**src/rtl/hazard_unit.sv**
```systemverilog
// hazard_unit
//   Hazard-resolution unit for the five-stage pipeline. Keeps a shadow copy of
//   the register tags and write/load flags for the E, M and W stages and uses it
//   to drive forwarding selects, stall strobes and flush strobes. Also counts
//   load-use stall cycles and branch flush cycles for performance monitoring.
//
// Ports
//   clk          pipeline clock, rising edge
//   reset        asynchronous active-low reset
//   Rs1_D/Rs2_D  source register fields of the Decode instruction
//   Rd_D         destination register field of the Decode instruction
//   RegWrite_D   Decode instruction writes the register file
//   ResultSrc_D  result source; 2'b01 marks a load
//   PCSrc_E      taken branch/jump resolved in Execute
//   cnt_clr      synchronous clear of both counters (wins over increment)
//   Forward_AE   SrcA select: 00 regfile, 10 ALUResult_M, 01 Result_W
//   Forward_BE   SrcB select, same encoding
//   Stall_F      hold PC
//   Stall_D      hold IF/ID
//   Flush_D      clear IF/ID
//   Flush_E      clear ID/EX
//   stall_cnt    saturating count of load-use stall cycles
//   flush_cnt    saturating count of cycles with PCSrc_E asserted
module hazard_unit #(
  parameter int unsigned CNT_W = 16
) (
  input  logic             clk,
  input  logic             reset,
  input  logic [4:0]       Rs1_D,
  input  logic [4:0]       Rs2_D,
  input  logic [4:0]       Rd_D,
  input  logic             RegWrite_D,
  input  logic [1:0]       ResultSrc_D,
  input  logic             PCSrc_E,
  input  logic             cnt_clr,
  output logic [1:0]       Forward_AE,
  output logic [1:0]       Forward_BE,
  output logic             Stall_F,
  output logic             Stall_D,
  output logic             Flush_D,
  output logic             Flush_E,
  output logic [CNT_W-1:0] stall_cnt,
  output logic [CNT_W-1:0] flush_cnt
);

  localparam logic [CNT_W-1:0] CNT_ONE = CNT_W'(1);

  // Shadow pipeline
  logic [4:0] rs1_e, rs2_e, rd_e;
  logic       regwrite_e, load_e;
  logic [4:0] rd_m;
  logic       regwrite_m;
  logic [4:0] rd_w;
  logic       regwrite_w;

  logic       lw_stall;

  always_ff @(posedge clk or negedge reset) begin
    if (!reset) begin
      rs1_e      <= '0;
      rs2_e      <= '0;
      rd_e       <= '0;
      regwrite_e <= 1'b0;
      load_e     <= 1'b0;
      rd_m       <= '0;
      regwrite_m <= 1'b0;
      rd_w       <= '0;
      regwrite_w <= 1'b0;
    end else begin
      if (Flush_E) begin
        rs1_e      <= '0;
        rs2_e      <= '0;
        rd_e       <= '0;
        regwrite_e <= 1'b0;
        load_e     <= 1'b0;
      end else begin
        rs1_e      <= Rs1_D;
        rs2_e      <= Rs2_D;
        rd_e       <= Rd_D;
        regwrite_e <= RegWrite_D;
        load_e     <= (ResultSrc_D == 2'b01);
      end
      rd_m       <= rd_e;
      regwrite_m <= regwrite_e;
      rd_w       <= rd_m;
      regwrite_w <= regwrite_m;
    end
  end

  // Forwarding: purely from registered shadow state, M has priority over W
  always_comb begin
    Forward_AE = 2'b00;
    if (rs1_e != 5'd0 && rs1_e == rd_m && regwrite_m)
      Forward_AE = 2'b10;
    else if (rs1_e != 5'd0 && rs1_e == rd_w && regwrite_w)
      Forward_AE = 2'b01;
  end

  always_comb begin
    Forward_BE = 2'b00;
    if (rs2_e != 5'd0 && rs2_e == rd_m && regwrite_m)
      Forward_BE = 2'b10;
    else if (rs2_e != 5'd0 && rs2_e == rd_w && regwrite_w)
      Forward_BE = 2'b01;
  end

  always_comb begin
    lw_stall = load_e && (rd_e != 5'd0) && ((Rs1_D == rd_e) || (Rs2_D == rd_e));
    Stall_F  = lw_stall;
    Stall_D  = lw_stall;
    Flush_D  = PCSrc_E;
    // Flush_E is held low while in reset; Flush_D alone tracks PCSrc_E then.
    Flush_E  = reset && (lw_stall || PCSrc_E);
  end

  // Saturating performance counters; clear beats increment
  always_ff @(posedge clk or negedge reset) begin
    if (!reset) begin
      stall_cnt <= '0;
      flush_cnt <= '0;
    end else if (cnt_clr) begin
      stall_cnt <= '0;
      flush_cnt <= '0;
    end else begin
      if (lw_stall && stall_cnt != '1)
        stall_cnt <= stall_cnt + CNT_ONE;
      if (PCSrc_E && flush_cnt != '1)
        flush_cnt <= flush_cnt + CNT_ONE;
    end
  end

endmodule

```
**config.mk**
```make
export PLATFORM = sky130hd
export DESIGN_NAME = hazard_unit
export DESIGN_NICKNAME = d
export VERILOG_FILES = /design/src/rtl/hazard_unit.sv
export SDC_FILE = /design/constraint.sdc
export NUM_CORES = 1
export LEC_CHECK = 0
export CAP_MARGIN = 20
export CORE_ASPECT_RATIO = 1.4
export CORE_MARGIN = 4
export CORE_UTILIZATION = 35
export DETAILED_ROUTE_END_ITERATION = 16
export HOLD_SLACK_MARGIN = 0.1
export PLACE_DENSITY = 0.68
export SETUP_SLACK_MARGIN = 0.2
export SYNTH_ARGS = -nofsm -noshare
export SYNTH_HDL_FRONTEND = slang
export SYNTH_SLANG_ARGS = --single-unit
```
**constraint.sdc**
```tcl
create_clock -name clk -period 2.49 [get_ports clk]
set_input_delay 0.498 -clock clk [delete_from_list [all_inputs] [get_ports clk]]
set_output_delay 0.498 -clock clk [all_outputs]
set_load 0.005 [all_outputs]
```
# After elaboration in Yosys (flattened, before gate mapping)
# Cells that the tools add are included.
# totals
word_cells,55
inputBits,22
out_inout_bits,40
reg_bits,61
# op_classes
n_addsub,2
reduce_logical,20
n_eq_ne,9
mux,13
# op_table
operator,count
$mux W16,4
$add A16 B1 Y16 const B,2
$ne A16 B16 Y1 const B,2
$eq A5 B5 Y1,6
$mux W5,3
$reduce_bool A5 Y1,3
$logic_and A1 B1 Y1,13
$mux W1,4
$mux W2,2
$reduce_bool A2 Y1,2
$eq A2 B1 Y1 const B,1
$logic_or A1 B1 Y1,2

# Depth between registers and ports, before layout
# Gate-level depths: netlist of the first run.
# depth
ltp_word,6
depth_mapped,7
depth_no_buf,6

# Worst setup path after synthesis of the first run
# OpenSTA, ideal clock, no wires.
# synth_timing
path_type,register to output
startpoint,reg rd_e[1]
endpoint,out Stall_F
path_buffers,2
required_time_ns,1.992
arrival_ns,1.704
stages_incl_launch_ff,6
path_slack_ns,0.288
cell_sequence,dfrtp_1 or4_1 o21ai_1 buf_2 nor2_1 buf_4
# synth_between
elab_chain_cells,3
elab_cells_between_ends,6
classes_between,eq/ne (2); reduce/logical (4)
# synth_lines
item,line_no,text
from (decl),49,"logic [4:0] rs1_e, rs2_e, rd_e;"
from (signal assigned),79,rd_e <= Rd_D;
$eq A5 B5 Y1 or $reduce_bool A5 Y1 (tied branches),108,lw_stall = load_e && (rd_e != 5'd0) && ((Rs1_D == rd_e) || (Rs2_D == rd_e));
$logic_or A1 B1 Y1 or $logic_and A1 B1 Y1 (tied branches),108,
$logic_and A1 B1 Y1 (*),108,
to (decl),38,"output logic Stall_F,"
# Every way passes the cells marked *; elsewhere a longest branch is shown, timed or not.

# Worst setup path after layout of the first run
# layout_timing
startpoint,reg rd_e[1]
endpoint,out Flush_E
# layout_between
elab_chain_cells,5
elab_cells_between_ends,8
classes_between,eq/ne (2); reduce/logical (6)
# layout_lines
item,line_no,text
$eq A5 B5 Y1 or $reduce_bool A5 Y1 (tied branches),108,
$logic_or A1 B1 Y1 or $logic_and A1 B1 Y1 (tied branches),108,
$logic_and A1 B1 Y1 (*),108,
$logic_or A1 B1 Y1 (*),113,Flush_E = reset && (lw_stall || PCSrc_E);
$logic_and A1 B1 Y1 (*),113,
to (decl),41,"output logic Flush_E,"
# Marked as above.

==> run metrics, run 1 <==
commonest cells in the netlist=dfrtp_1 (61), nor2_1 (34), xnor2_1 (28); core area=8610 µm²; power density over the cells=579 nW/µm²; Post-Synth XOR/XNOR Area=0.121; Core Util, Final=0.519; post-synth top area cell=dfrtp_1; Worst Path Required=1.99 ns; Root Buffer=clkbuf_16; CTS sink cnt=61; Slew @ Worst Pin=between 0.6 and 0.7 ns; FF-to-FF setup slack=0.29 ns; Setup Crit Path Kind=reg -> out; RSZ-0062 raised after global routing=true; clock buffer depth=2; Syn-to-layout area delta=44.0%; Post-synth EDFFs=0; endpoints failing setup=0; Synth Warn #=0; Slew Limit Headroom=0.596; crit path cell chain=or4_1 -> o21ai_1 -> buf_4 -> o21bai_4 -> and2_1 -> buf_2; cts bufs inserted=9; initial antenna violation count=0; GPL Wtd Cong=between 0.8 and 0.9; H-tree depth=3; r2r startpoint=stall_cnt[0]; Worst path top cell family by delay=simple AND/OR/NAND/NOR gates; post-synth top area share=0.492; Critical Path Source Type=register; Worst setup EP type=primary output; Vias=2,636; initial core utilization=0.360; Die Wd=87.6 µm; Post-synth ARST share=1.00; final slew viol count=0; slowest stage delay, CP=0.52 ns; maximum VDD drop=roughly 0.00032 V; count leader, synth=dfrtp_1; Synth area leaders=dfrtp_1 (49%), xnor2_1 (7.9%), xor2_1 (4.2%), nor2_1 (4.1%), mux2_2 (3.6%); routed len/inst=15.3 µm; Yosys reg bits=61; initial drt markers=124; Mapped Nets=326; Adder-Cell Fraction of Synth Area=0.00806; clock-pin slew on the worst setup and hold paths=0.05 ns; Net Sw Frac=0.224; die height=119 µm; Seq/Total Area, Yosys=0.492; Synth Flop Type=dfrtp_1; Syn Area/Cell=10.3 µm²; Die Area=10,500 µm²; Port Buf Inserts=slightly above 60; num rows=40; cell area after synthesis=3100 µm²; final wirelength=7700 µm; Tmin final=2.37 ns; Cell Int Power=~2.0 mW; Setup TNS=0 ns; Max Cap Viol=0; Detail Route Antenna Nets=0; I/O pins=between 60 and 70; global route overflow=0; Highest Clock Rate=~420 MHz; n_diodes=0; count of different cell masters after synthesis=43; DPL Wire Length=5400 µm; fin crit share=0.953; Synth Area in Compound Gates=0.0915; slowest CP cell=or4_1; Arr. time, crit path=1.87 ns; cell count of the worst reg-to-reg path=6; skew final=0.00575 ns; Pleak=1.79 nW; status=finished, final reports clean; reg2reg end=stall_cnt[12]; nets=around 420; clock network fraction of total power=0.491; DRC Markers=0; crit path buf inv count=2; CP Max Fanout=3; sequential share of power=0.410; pin count of the biggest net entering global routing=79; switching power total=0.580 mW; Post-Synth Simple-Gate Area=0.222; CTS tree=built; Tot GR Track Use=0.159; synthesized instance count=302; worst hold path type=in -> async; number of global-route vias before repair=between 2,000 and 3,000; drt pass-1 iters=4; Comb pwr share=0.100; final hold violation count=0; # placed instances=between 400 and 500; via/cell ratio=5.24; worst skew pair latency=0.32 ns; first-pass GRT wire length=12,900 µm; post-synthesis mux area share=0.0427; Post-Layout Cell Count=around 500; largest family of logic cells by synthesized area=simple AND/OR/NAND/NOR gates; layout cells sized above 1=0.226
==> logic make-up after synthesis <==
family | after synthesis
buf+inv | 16
compound gates | 40
flops | 61
fa+ha+maj | 2
xor+xnor | 43
mux | 12
simple gates | 128
==> area by class of cell <==
class                           count  area, µm²
Sequential cell                    61       1530
Tap cell                          105        131
Inverter                            3       11.3
Clock inverter                      4       45.0
Multi-Input combinational cell    225       1660
Clock buffer                       12        267
Timing Repair Buffer               93        822
Fill cell                         799       4140
==> per-layer routing <==
layer	up-vias	GRT usage	wire, µm
met1	1303	0.185	3080
met5	-	0	0
met3	14	0.0464	395
li1	1261	-	-
met4	0	0.0681	172
met2	58	0.266	4050
==> stage by stage <==
stage | total power [mW] | setup slack [ns] | area, µm² | hold slack (ns)
floorplan | 1.18 | 0.288 | 3100 | 0.202
global placement | 1.31 | -0.359 | 3940 | 0.335
detailed placement | 1.31 | -0.375 | 3940 | 0.336
CTS | 2.61 | 0.0838 | 4350 | 0.241
global route | 2.69 | 0.0267 | 4470 | 0.251
finish | 2.59 | 0.118 | 4470 | 0.205
==> how the worst max path moves through the flow <==
stage / startpoint / to / slack [ns] / cells after the start
3_5_place_dp: Rs2_D[3] / Flush_E / -0.38 / 7
3_3_place_gp: Rs2_D[3] / Flush_E / -0.36 / 7
5_1_grt: rs1_e[2] / Forward_AE[0] / 0.03 / 5
4_1_cts: rd_e[2] / Flush_E / 0.08 / 6
2_1_floorplan: rd_e[1] / Stall_F / 0.29 / 5
6_report: rd_e[1] / Flush_E / 0.12 / 6
==> cell usage in the layout (no fill, tap or decap), types with 3 or more instances in the layout <==
| master | instances |
|---|---|
| dfrtp_1 | 59 |
| clkdlybuf4s50_1 | 43 |
| nor2_1 | 30 |
| buf_4 | 29 |
| xnor2_1 | 28 |
| xor2_1 | 15 |
| nand4_1 | 14 |
| a21boi_0 | 14 |
| nand2_1 | 13 |
| dlygate4sd2_1 | 11 |
| nor3_1 | 10 |
| mux2_2 | 10 |
| nor2b_1 | 9 |
| clkbuf_16 | 9 |
| a21oi_1 | 8 |
| nand3_1 | 8 |
| nor4_2 | 6 |
| buf_2 | 6 |
| or4_1 | 4 |
| nor4_1 | 4 |
| nand2b_1 | 4 |
| and4_1 | 4 |
| nor4_4 | 4 |
| or3_1 | 4 |
| inv_1 | 3 |
| a211oi_1 | 3 |
| clkbuf_8 | 3 |
| clkinv_2 | 3 |
==> what timing repair did <==
action | 4_1_cts | 5_1_grt
pin swaps | 15 | 6
setup endpoints to repair | 8 | 18
gates resized for setup | 42 | 23
hold buffers | 0 | 0
buffers inserted | 12 | 0
==> registers in the layout (all words and copies together), names as in the netlist <==
| name | cells |
|---|---|
| flush_cnt | 16 |
| rs2_e | 5 |
| load_e | 1 |
| rd_m | 5 |
| regwrite_w | 1 |
| rd_w | 5 |
| rs1_e | 5 |
| regwrite_m | 1 |
| rd_e | 5 |
| regwrite_e | 1 |
| stall_cnt | 16 |
==> power groups by stage <==
stage / sequential (mW) / clock (mW) / combinational [mW]
2_1_floorplan: 1.07 / 0 / 0.106
4_1_cts: 1.06 / 1.30 / 0.252
6_report: 1.06 / 1.27 / 0.258
5_1_grt: 1.06 / 1.34 / 0.286
3_3_place_gp: 1.08 / 0 / 0.229
3_5_place_dp: 1.08 / 0 / 0.233
Note: power is estimated with default switching activity, not from simulation.
==> run 2, diff against run 1 <==
Settings changed: CORE_UTILIZATION 35 to 49, PLACE_DENSITY 0.68 to 0.87.
==> run 2 against run 1 <==
Fmax increased by 1.8%. Register-to-register slack hardly changed. Clock skew down 0.00059 ns. Wire length is 2.3% lower. Via count grew 0.23%. Clock power fell by 28%. Die area decreased by 26%. Sequential cell count unchanged.
==> run metrics, run 2 (same netlist as run 1, synthesis figures left out) <==
drt pass-1 iters=4 (unchanged); # placed instances=439 (was 475); Post-Layout Cell Count=467 (was 503); core area=6170 µm² (was 8610 µm²); endpoints failing setup=0 (unchanged); clock network fraction of total power=0.409 (was 0.491); maximum VDD drop=0.000427 V (was 0.000318 V); Arr. time, crit path=1.83 ns (was 1.87 ns); Pleak=1.76 nW (was 1.79 nW); Post-Layout Inst Area=4280 µm² (was 4470 µm²); initial core utilization=0.503 (was 0.360); Worst setup EP type=primary output (unchanged); Die Area=7690 µm² (was 10,500 µm²); number of global-route vias before repair=2,629 (was 2,758); post-route worst setup slack=0.159 ns (was 0.118 ns); pin count of the biggest net entering global routing=79 (unchanged); Setup Crit Path Kind=in -> out (was reg -> out); CTS sink cnt=61 (unchanged); FILL cells=450 (was 799); GPL Wtd Cong=0.864 (was 0.869); Comb pwr share=0.117 (was 0.100); via/cell ratio=5.66 (was 5.24); n_diodes=0 (unchanged); most frequent cells in the layout=dfrtp_1 (59), clkdlybuf4s50_1 (44), nor2_1 (31), xnor2_1 (26), buf_4 (26) (was dfrtp_1 (59), clkdlybuf4s50_1 (43), nor2_1 (30), buf_4 (29), xnor2_1 (28)); crit path buf inv count=2 (unchanged); switching power total=0.539 mW (was 0.580 mW); Highest Clock Rate=429 MHz (was 422 MHz); slowest CP cell=clkdlybuf4s50_1 (was or4_1); pre-CTS setup slack=-0.304 ns (was -0.375 ns); DRC Markers=0 (unchanged); Cell Int Power=1.70 mW (was 2.01 mW); worst skew pair latency=0.34 ns (was 0.32 ns); worst hold path type=reg -> reg (was in -> async); Tmin final=2.33 ns (was 2.37 ns); Detail Route Antenna Nets=0 (unchanged); slowest stage delay, CP=0.51 ns (was 0.52 ns); global route overflow=0 (unchanged); skew final=0.00516 ns (was 0.00575 ns); Port Buf Inserts=61 (unchanged); layout cells sized above 1=0.215 (was 0.226); Max Cap Viol=0 (unchanged); initial antenna violation count=0 (unchanged); Vias=2,642 (was 2,636); DPL Wire Length=5240 µm (was 5400 µm); num rows=34 (was 40); crit path cell chain=clkdlybuf4s50_1 -> xor2_1 -> nor2_1 -> a22oi_2 -> o21bai_1 -> and2_1 -> buf_2 (was or4_1 -> o21ai_1 -> buf_4 -> o21bai_4 -> and2_1 -> buf_2); CP Max Fanout=2 (was 3); Net Sw Frac=0.241 (was 0.224); H-tree depth=3 (unchanged); Root Buffer=clkbuf_8 (was clkbuf_16); final wirelength=7520 µm (was 7700 µm); clock buffer depth=2 (unchanged); Worst Path Required=1.99 ns (about the same); Slew Limit Headroom=0.416 (was 0.596); Die Wd=75.3 µm (was 87.6 µm); sequential share of power=0.474 (was 0.410); commonest non-fill, non-tap cell in the layout=dfrtp_1 (unchanged); fin crit share=0.936 (was 0.953); status=finished, final reports clean (unchanged); total power=2.24 mW (was 2.59 mW); final hold violation count=0 (unchanged); largest registers=flush_cnt x16, stall_cnt x16 (unchanged); Critical Path Source Type=input pin (was register); Tot GR Track Use=0.212 (was 0.159); nets=414 (was 417); RSZ-0062 raised after global routing=true (unchanged); initial drt markers=157 (was 124); cts bufs inserted=9 (unchanged); Slew @ Worst Pin=0.875 ns (was 0.601 ns); Worst path top cell family by delay=buffers and inverters (was simple AND/OR/NAND/NOR gates); die height=102 µm (was 119 µm); Placed Area=3870 µm² (was 3940 µm²); power density over the cells=523 nW/µm² (was 579 nW/µm²); Setup TNS=0 ns (unchanged); Syn-to-layout area delta=37.9% (was 44.0%); first-pass GRT wire length=12,300 µm (was 12,900 µm); CTS tree=built (unchanged); final slew viol count=0 (unchanged); Core Util, Final=0.694 (was 0.519); routed len/inst=16.1 µm (was 15.3 µm); worst hold margin=0.349 ns (was 0.205 ns); clock-pin slew on the worst setup and hold paths=0.06 ns (was 0.05 ns); I/O pins=62 (unchanged)
run 2: changes by cell type in the layout (fill, tap and decap cells not counted), moves of 3 or more:
cell            change
nor4_1              +4
clkbuf_16           -9
clkbuf_8            +9
dlygate4sd2_1       -5
dlymetal6s2s_1      +4
buf_4               -3
run 2: worst paths after layout:
check	from	to	slack, ns	cells after the start
max in group asynchronous	reset	rd_e[2]	1.47	2
hold / removal	regwrite_e	regwrite_m	0.35	0
setup / recovery	Rs1_D[3]	Flush_E	0.16	7
setup reg to reg	rd_e[2]	stall_cnt[6]	0.30	8
min in group asynchronous	reset	stall_cnt[9]	0.39	2
hold reg to reg	regwrite_e	regwrite_m	0.35	0
run 2: area by class of cell:
cell class                      instances  area [µm²]  share of cell area
Timing Repair Buffer                   90         807               0.189
Tap cell                               72        90.1              0.0210
Multi-Input combinational cell        225        1630               0.381
Inverter                                3        11.3             0.00263
Sequential cell                        61        1530               0.357
Clock buffer                           13         169              0.0395
Clock inverter                          3        42.5             0.00994
run 2: power by group through the flow:
stage               sequential, mW  combinational, mW  clock [mW]
finish                        1.06              0.263       0.916
global route                  1.07              0.287       0.988
CTS                           1.06              0.240       0.942
detailed placement            1.08              0.225           0
global placement              1.07              0.217           0
floorplan                     1.07              0.106           0
run 2: timing repair:
item,in CTS,in global routing
endpoints found under the hold margin,0,0
buffers inserted,6,6
pin swaps,11,19
setup endpoints to repair,7,19
gates cloned,0,0
hold buffers,0,0
gates resized for setup,37,25
run 2: layer usage:
metal  global-route usage  wire length [µm]  vias to the layer above
met4                0.110               199                        0
met2                0.366              3980                       90
met3               0.0453               375                       19
li1                     -                 -                     1253
met1                0.243              2970                     1280
met5                    0                 0                        -
==> patch 1 (settings of run 2) <==
The parameter `CNT_W` goes from 16 to 12.
--- a/src/rtl/hazard_unit.sv
+++ b/src/rtl/hazard_unit.sv
@@ -22,7 +22,7 @@
 //   stall_cnt    saturating count of load-use stall cycles
 //   flush_cnt    saturating count of cycles with PCSrc_E asserted
 module hazard_unit #(
-  parameter int unsigned CNT_W = 16
+  parameter int unsigned CNT_W = 12
 ) (
   input  logic             clk,
   input  logic             reset,
Ports: changed (resized flush_cnt and stall_cnt); port bits go from 62 to 54. The function was not compared with the original's and may differ.
==> patch 1 against run 2 <==
Total power is 19% lower. Worst setup slack got worse by 0.069 ns. Via count decreased by 15%. Synthesized area down 15%. Wire length decreased by 6.9%. Final area shrank 13%. Sequential cell count shrank 8. Critical path type is now flip-flop to output port. Critical endpoint is now Forward_AE[0].
==> patch 1: results (changes against run 2) <==
metric,value,unit,change
postCtsSetupRepairBufs,15,,+9
comb_cell_power,293,uW,+11%
final_nets,356,,-14%
grt_pass1_wl,10.2,mm,-17%
intPower,1.37,mW,-19%
grt_use_met2,37.7,%,+1.1 points
worst_path_dominant_cell_family,simple AND/OR/NAND/NOR gates,,
place_congestion,0.931,,+7.8%
cp.arrival,1.90,ns,+0.07 ns
cts_resized,43,,+16%
multi_input_area_share,37.5,%,-0.65 points
status,"complete, no violations",,
portBuffers,53,,-13%
gr-usage-met1,20.9,%,-3.4 points
layout.nonclk_buf_share,21.2,%,+2.4 points
dr_wl_met2,4.12,mm,+3.4%
synth_area_leaders,"dfrtp_1, xor2_1, xnor2_1",,
viasPerCell,5.61,,-0.77%
irDropWorstVdd,325,uV,-24%
buffers_excl_clock,87,,-3.3%
met3WireLength,212,um,-43%
clk_pin_slew,0.09,ns,+0.03 ns
seq_area,1330,um^2,-13%
power.share.sequential,51.3,%,+3.9 points
use_met3,2.45,%,-2.1 points
fillers,371,,-18%
totalWireLength,7.00,mm,-6.9%
htree_levels,2,,-1
power,1.82,mW,-19%
reg_top3,"flush_cnt (12), stall_cnt (12)",,
clk_share,3.12,%,-1.8 points
hpwl,4.41,mm,-16%
cts_buffers,5,,-4
cts_sinks,53,,-13%
dr.first_iter.drc_count,90,,-43%
syn_nets,273,,-16%
n_all_inverters,4,,+1
track_usage,19.6,%,-1.6 points
leakagePower,1.56,nW,-12%
nClkBuffers,7,,-6
grt_pass1_vias,2231,,-15%
patch 1: path summary, 6_finish.rpt:
path	start	endpoint	slack (ns)	cells past startpoint
worst max-delay path	rs1_e[0]	Forward_AE[0]	0.09	7
worst min-delay path	regwrite_e	regwrite_m	0.36	0
worst max register to register	rd_e[3]	rs2_e[2]	0.24	10
worst min register to register	regwrite_e	regwrite_m	0.36	0
max in group asynchronous	reset	rd_e[0]	1.41	2
min in group asynchronous	reset	stall_cnt[6]	0.46	2
patch 1: logic make-up after synthesis:
logic type	Yosys count	synth area share [%]
compound gates	45	11.9
xor+xnor	39	12.9
fa+ha+maj	2	0.948
buf+inv	15	2.94
flops	53	50.2
mux	6	2.84
simple gates	89	18.2
patch 1: metrics by stage:
step           util, %  area, um^2  instances  setup TNS (ns)
2_1_floorplan        -        2640        249               0
3_3_place_gp      62.7        3260        367          -0.907
3_5_place_dp      62.7        3260        367           -1.29
4_1_cts           67.5        3510        390               0
5_1_grt           71.8        3730        399               0
6_report          71.8        3730        399               0
==> patch 2 (settings of run 2) <==
Without the edit above. Make the reset (`reset`) synchronous in 2 clocked blocks. Comments in the files are not updated.
--- a/src/rtl/hazard_unit.sv
+++ b/src/rtl/hazard_unit.sv
@@ -55,7 +55,7 @@
 
   logic       lw_stall;
 
-  always_ff @(posedge clk or negedge reset) begin
+  always_ff @(posedge clk) begin
     if (!reset) begin
       rs1_e      <= '0;
       rs2_e      <= '0;
@@ -114,7 +114,7 @@
   end
 
   // Saturating performance counters; clear beats increment
-  always_ff @(posedge clk or negedge reset) begin
+  always_ff @(posedge clk) begin
     if (!reset) begin
       stall_cnt <= '0;
       flush_cnt <= '0;
Behaviour: differs if reset is asserted again (counterexample within 4 cycles, from zero or initial values and one cycle with reset low); with reset held inactive, the same outputs for 10 cycles.
==> patch 2 against run 2 <==
Synthesized area is 8.2% lower. Clock skew is 0.00060 ns higher. Non-clock buffer count is 1 higher. Worst hold slack better by 0.088 ns. Total power decreased by 2.1%. Worst setup slack improved by 0.082 ns. Final area decreased by 7.0%. Sequential cell count is the same. Wire length is 2.7% lower. Critical endpoint is now Forward_AE[0]. Highest routed layer unchanged.
==> patch 2: results (changes against run 2) <==
metric,value,unit,change
max_stage_delay,0.54,ns,+0.03 ns
fin_cells,474,,+1.5%
grt_use_met2,37.8,%,+1.2 points
first_pass_iters,4,,unchanged
grt_antenna_before_repair,0,,unchanged
leakagePower,1.46,nW,-17%
cts_buffers,9,,unchanged
final_nets,425,,+2.7%
async_flop_share,0,%,-100 points
hpwl,4.97,mm,-5.2%
place_congestion,0.895,,+3.7%
clk_pin_slew,0.07,ns,
irDropWorstVdd,347,uV,-19%
finClkSkew,0.00577,ns,+0.000604 ns
grt_pass1_vias,2666,,+1.4%
grt_pass1_wl,12.0,mm,-2.2%
portBuffers,61,,unchanged
ys_warn_count,0,,unchanged
reg_top3,"flush_cnt (16), stall_cnt (16)",,
synthDistinctLibCells,46,,+7.0%
antenna_cells,0,,unchanged
totalWireLength,7.32,mm,-2.7%
pre_cts_slack,-0.308,ns,-0.00364 ns
synth_common_cells,"dfxtp_1, xnor2_1, and2_1",,
slowest_stage,or4_4,,
cp.arrival,1.75,ns,-0.08 ns
syn_nets,335,,+2.8%
max-slew-margin-rel,55.3,%,+14 points
clock_path_buffers,2,,unchanged
use_met3,6.18,%,+1.7 points
drive_above_1_share,18.7,%,-2.8 points
placed_cells,438,,-0.23%
root_buffer,clkbuf_8,,
status,"complete, no violations",,
htree_levels,3,,unchanged
gr-usage-met1,23.4,%,-0.91 points
synth_area_leaders,"dfxtp_1, xnor2_1, and2_1",,
insertion_delay,0.34,ns,about the same
track_usage,21.3,%,+0.088 points
placed_area,3550,um^2,-8.1%
synthCells,311,,+3.0%
busiest_layer,met2,,
min_path_type,flip-flop to flip-flop,,
dr.first_iter.drc_count,180,,+15%
viasPerCell,5.64,,-0.36%
critPathMaxFanout,2,,unchanged
grt_max_degree,28,,-65%
ys_seq_area_share,42.9,%,-6.3 points
[patch 2: layer usage]
layer | wire length [um] | vias to the layer above
met5 | 0 | -
met2 | 3930 | 86
met4 | 163 | 0
li1 | - | 1311
met1 | 2850 | 1260
met3 | 368 | 15
[patch 2: repair_timing]
action | 4_1_cts | 5_1_grt
resized for setup | 47 | 13
buffers inserted | 15 | 5
pin swaps | 12 | 15
setup endpoints to repair | 7 | 23
[patch 2: area by class of cell]
cell class                 instances  area (um^2)
clock inverter                     4         70.1
tap                               68         85.1
timing repair buffer              91          803
fill                             410         1590
multi-input combinational        233         1610
clock buffer                      12          155
inverter                           5         18.8
sequential                        61         1240
[patch 2: cell families after synthesis]
group                      share of synthesized area (%)
muxes                                              0.352
xor gates and xnor gates                            12.6
DFF                                                 42.9
and+or+nand+nor                                     27.8
AOI/OAI and AO/OA                                   12.6
buffers and inverters                               2.94
adders and majority gates                          0.879
[patch 2: path summary, 6_finish.rpt]
| path | from | end | slack [ns] | cells after the start |
|---|---|---|---|---|
| max | rs1_e[1] | Forward_AE[0] | 0.24 | 7 |
| max reg2reg | rd_e[2] | load_e | 0.31 | 10 |
| min | regwrite_e | regwrite_m | 0.44 | 1 |
| min reg2reg | regwrite_e | regwrite_m | 0.44 | 1 |
[patch 2: worst max-delay path: cells and delay by family (launching register included)]
kind	cells	cell delay [ns]
flops	1	0.32
buf+inv	4	0.42
simple gates	3	0.69
[patch 2: where the power goes]
part / total [mW] / internal, mW / switching [mW]
clock network: 0.992 / 0.615 / 0.377
registers: 1.01 / 0.993 / 0.0183
logic: 0.190 / 0.110 / 0.0801
total: 2.19 / 1.72 / 0.475
